### src/rtl/encoder42_reg.sv
// Registered 4-to-2 priority encoder (z > y > x > w) with a valid/ready output
// register, malformed-input flag and saturating error counter.
module encoder42_reg #(
  parameter int unsigned CNT_W = 8
) (
  input  logic             clk,
  input  logic             rst,
  input  logic             in_valid,
  output logic             in_ready,
  input  logic             w,
  input  logic             x,
  input  logic             y,
  input  logic             z,
  output logic             out_valid,
  input  logic             out_ready,
  output logic             A,
  output logic             B,
  output logic             err,
  input  logic             cnt_clr,
  output logic [CNT_W-1:0] err_count
);

  typedef enum logic [0:0] {
    EMPTY = 1'b0,
    FULL  = 1'b1
  } state_t;

  state_t           r_state;
  logic             r_a;
  logic             r_b;
  logic             r_err;
  logic [CNT_W-1:0] r_cnt;

  logic             w_accept;
  logic             w_a;
  logic             w_b;
  logic             w_err;
  logic [2:0]       w_pop;

  always_comb begin
    w_pop = {2'b00, w} + {2'b00, x} + {2'b00, y} + {2'b00, z};
    w_err = (w_pop != 3'd1);
    // Priority code: zero-hot falls through to 00.
    w_a   = z | y;
    w_b   = z | (~y & x);
  end

  assign out_valid = (r_state == FULL);
  assign in_ready  = ~out_valid | out_ready;
  assign w_accept  = in_valid & in_ready;

  always_ff @(posedge clk) begin
    if (rst) begin
      r_state <= EMPTY;
      r_a     <= 1'b0;
      r_b     <= 1'b0;
      r_err   <= 1'b0;
    end else if (w_accept) begin
      r_state <= FULL;
      r_a     <= w_a;
      r_b     <= w_b;
      r_err   <= w_err;
    end else if (out_ready) begin
      r_state <= EMPTY;
    end
  end

  always_ff @(posedge clk) begin
    if (rst) begin
      r_cnt <= '0;
    end else if (cnt_clr) begin
      r_cnt <= (w_accept & w_err) ? CNT_W'(1) : '0;
    end else if (w_accept & w_err & (r_cnt != '1)) begin
      r_cnt <= r_cnt + CNT_W'(1);
    end
  end

  assign A         = r_a;
  assign B         = r_b;
  assign err       = r_err;
  assign err_count = r_cnt;

endmodule

### config.mk
export PLATFORM = sky130hd
export DESIGN_NAME = encoder42_reg
export DESIGN_NICKNAME = d
export VERILOG_FILES = /design/src/rtl/encoder42_reg.sv
export SDC_FILE = /design/constraint.sdc
export NUM_CORES = 1
export LEC_CHECK = 0
export CAP_MARGIN = 40
export CORE_MARGIN = 2
export CORE_UTILIZATION = 43
export DETAILED_ROUTE_END_ITERATION = 10
export HOLD_SLACK_MARGIN = 0.02
export MAX_ROUTING_LAYER = met4
export PLACE_DENSITY = 0.76
export SYNTH_ARGS = -nofsm -noshare
export SYNTH_HDL_FRONTEND = slang
export SYNTH_SLANG_ARGS = --single-unit
export TNS_END_PERCENT = 5
### constraint.sdc
create_clock -name clk -period 3.73 [get_ports clk]
set_clock_uncertainty 0.15 [all_clocks]
set_input_delay 0.746 -clock clk [delete_from_list [all_inputs] [get_ports clk]]
set_output_delay 0.746 -clock clk [all_outputs]
set_load 0.01 [all_outputs]
Word-level counts from Yosys, hierarchy flattened
Cells that the tools add are included.
- bits of input ports: 9
- register bits after elaboration: 12
- add/subtract/negate cells: 4
- reductions and logical operators: 2
- bitwise logic cells: 9
- muxes and demuxes: 5
- equality and inequality tests: 2
- operators with widths (kind ; count):
    2-to-1 mux 8 bit ; 2
    adder 8 x 1 -> 8 bit (second input constant) ; 1
    inequality test 8 bit (second input constant) ; 1
    AND 1 bit ; 4
    nonzero test 2 bit ; 2
    adder 2 x 1 -> 3 bit ; 1
    adder 3 x 1 -> 3 bit ; 1
    2-to-1 mux 1 bit ; 3
    inequality test 3 x 1 -> 1 bit (second input constant) ; 1
    OR 1 bit ; 3
    adder 1 x 1 -> 2 bit ; 1
    inverter 1 bit ; 2

Longest topological paths before layout
- depth after elaboration: 8
- depth in mapped cells: 9

Least setup slack after synthesis
Ideal clock, no wire load.
- kind: input to register
- from: input y
- to: register r_cnt[6], in the netlist err_count[6]
- arrival time: 2.691 ns
- cell stages on the path: 9
- library setup time: 0.086 ns
- setup slack: 0.804 ns
- cells stage by stage: inv_1 fa_1 inv_1 ha_1 ha_1 o311ai_1 buf_2 nor4_1 a211oi_1
- longest elaborated chain between the ends: 6
- ends and longest elaborated chain (element ; RTL line ; RTL):
    from (decl) ; 12 ; input logic y,
    adder 2 x 1 -> 3 bit ; 41 ; w_pop = {2'b00, w} + {2'b00, x} + {2'b00, y} + {2'b00, z};
    adder 3 x 1 -> 3 bit ; 41 ;
    inequality test 3 x 1 -> 1 bit ; 42 ; w_err = (w_pop != 3'd1);
    AND 1 bit (2 in series) ; 73 ; end else if (w_accept & w_err & (r_cnt != '1)) begin
    nonzero test 2 bit (no source line) ; n/a ;
    to (signal assigned) ; 72 ; r_cnt <= (w_accept & w_err) ? CNT_W'(1) : '0;
    to (signal assigned) ; 74 ; r_cnt <= r_cnt + CNT_W'(1);
    to (decl) ; 32 ; logic [CNT_W-1:0] r_cnt;
Every way passes these cells.
A chain may end at the register's enable or synchronous reset.

Final worst setup path
- from: input y
- to: register r_cnt[3], in the netlist err_count[3]
Same word-level chain as after synthesis.

==> impl_metrics.tcl <==
set metrics [dict create \
    drive_gt1_share_pct 9.00 \
    grt_usage_pct 19.6 \
    setup_viol 0 \
    r2r_slack_ps 1840 \
    initial_utilization_pct 45.2 \
    regToRegEndpoint "err_count[5]" \
    seqCellArea_um2 240 \
    syn_nets 91 \
    cts_made_buffers 3 \
    synthCells 77 \
    r2r_cells 5 \
    cts.path.max_buffers 2 \
    synth-seq-cells 12 \
    cts.reportedPaths.clkPinSlew_ps 80 \
    nNetsFinal 115 \
    fmax_mhz 314 \
    wire_per_inst_um 12.3 \
    critical_path_class "in -> reg" \
    vdd_drop_max_uv 192 \
    drtIter0Drc 6 \
    power_mw 0.299 \
    clk_latency_ps 280 \
    syn-cell-area_um2 664 \
    setup_tns_ps 0 \
    io_pins 22 \
    post_cts_buffers 0 \
    cp.required_ps 3790 \
    die_h_um 43.3 \
    min_from "err" \
    yosysSeqAreaShare_pct 36.2 \
    power.density_nw_per_um2 323 \
    dpl-instance-area_um2 890 \
    p_leak_nw 0.334 \
    gp_congestion 0.745 \
    vias 661 \
    io_buffers 21 \
    worstPathMaxFanout 13 \
    finalCritPeriodShare_pct 85.3 \
    dp_hpwl_um 1090 \
    grt_pass1_wl_um 2620 \
    slew_viol_final 0 \
    min_period_ps 3180 \
    end_kind "flip-flop" \
    clkSinkCount 12 \
    drt_drc_violations_left 0 \
    grt_pass1_vias 617 \
    whs_endpoint "err" \
    die_w_um 43.3 \
    antenna_cells 0 \
    pre_cts_ws_ps 269 \
    rsz0062_at_grt "no" \
    setup_slack_ps 549 \
    holdBufCountCts 0 \
    worstMarginPinSlew_ps 726 \
    maxCapViolCount 0 \
    antenna_found_initial 0 \
    syn_avg_cell_area_um2 8.63 \
    synth_cell_type_count 30 \
    rr_startpoint "err_count[0]" \
    slowest_stage "fa_1" \
    row_count 14 \
    hold_depth 2 \
    hold_path_class "reg -> reg" \
    core_um2 1470 \
    dieArea_um2 1880 \
    multiInputGateArea_um2 378 \
    cts_resized 0 \
    fill_cells 132 \
    cts_root_buffer "clkbuf_4" \
    ant_nets 0 \
    overflow 0 \
    cts_tree "built" \
    drtPass1Iterations 4 \
    ys_warn_count 0 \
    cp-start-kind "primary input" \
    final-hold-violation-count 0 \
    max_stage_delay_ps 530 \
    status "finished clean" \
    path_cells "clkdlybuf4s50_1 -> inv_1 -> fa_1 -> inv_1 -> ha_1 -> ha_1 -> o311ai_1 -> buf_4 -> or4_1 -> a21oi_1" \
    grt_max_degree 14 \
    area_growth_pct 39.4 \
    routed_wl_um 1430 \
    crit_arrival_ps 3250 \
    max_slew_margin_pct 51.3 \
    cts.htree.levels 1 \
    vias_per_cell 5.70 \
    stdcell_area_um2 926 \
]
cells in the final DEF (no fill, tap or decap), drive strengths merged:
cell            n
clkdlybuf4s50  21
dfxtp          12
inv             9
a21oi           8
nand2           4
nor2            4
ha              4
nand3           4
clkbuf          4
o31ai           3
a211oi          3
o311ai          3
nand2b          2
or4             2
or2             2
o41ai           2
nor4            2
or3             2
nor3            1
and2            1
nand4           1
o311a           1
o21ai           1
a2111o          1
mux2i           1
fa              1
buf             1
worst max-delay path by stage:
stage               start           end  slack [ps]
floorplan               y  err_count[6]         800
global placement        y  err_count[3]         300
detailed placement      y  err_count[4]         270
CTS                     y  err_count[4]         560
global route            z  err_count[3]         360
finish                  y  err_count[3]         550
layout make-up:
| class | count | share of cell area, % |
|---|---|---|
| clock buffer | 4 | 3.92 |
| inverter | 9 | 3.65 |
| multi-input combinational | 53 | 40.8 |
| sequential | 12 | 25.9 |
| tap | 16 | 2.16 |
| timing repair buffer | 22 | 23.5 |
critical path: cells and delay by family:
family	cells	cell delay (ps)
buffers and inverters	4	750
and+or+nand+nor	1	500
adders and majority gates	3	990
AOI/OAI and AO/OA	2	250
state kept, by name, summed over array words and instances, names as in the netlist:
register / flops
B: 1
err: 1
A: 1
out_valid: 1
err_count: 8
layer usage:
metal | part of all wire, % | wire, um | global-route usage (%) | up-vias
met5 | 0 | 0 | - | -
met4 | 2.7 | 38 | 12.1 | 0
met3 | 6.3 | 90 | 6.81 | 5
met2 | 46 | 656 | 27.8 | 17
met1 | 45 | 641 | 23.4 | 309
li1 | - | - | - | 330
cell usage after synthesis, drive strengths merged:
library cell  number  area [um2]
nand4              1        6.26
or3                2        17.5
o31ai              3        22.5
or4                2        15.0
nand2b             2        12.5
nor2               4        15.0
o41ai              2        17.5
dfxtp             12         240
inv                9        33.8
ha                 4        50.1
nand3              4        25.0
o21ai              1        5.00
o311a              1        10.0
a211oi             3        22.5
a21oi              8        40.0
nor4               2        12.5
mux2i              1        10.0
and2               1        6.26
o311ai             3        26.3
nand2              4        15.0
clkbuf             1        3.75
buf                2        8.75
a2111o             1        11.3
fa                 1        20.0
or2                2        12.5
nor3               1        5.00
stage by stage:
step / util, % / hold slack, ps / std cells
after floorplan: - / 344 / 77
after global placement: 60.5 / 324 / 112
after detailed placement: 60.5 / 318 / 112
after CTS: 62.9 / 333 / 116
after global routing: 62.9 / 347 / 116
final: 62.9 / 331 / 116
power breakdown:
group          internal (mW)  switching [mW]
Clock                 0.0594          0.0463
Combinational         0.0293          0.0274
Sequential             0.133         0.00362
kinds of logic (layout without fill, tap and decap cells):
group / count (synthesis) / in the layout / share of synthesized area, %
and+or+nand+nor: 25 / 25 / 21.5
AOI/OAI and AO/OA: 22 / 22 / 23.4
DFF: 12 / 12 / 36.2
buffers and inverters: 12 / 35 / 6.97
adders and majority gates: 5 / 5 / 10.5
muxes: 1 / 1 / 1.51
Power figures use the tool's default switching activity.
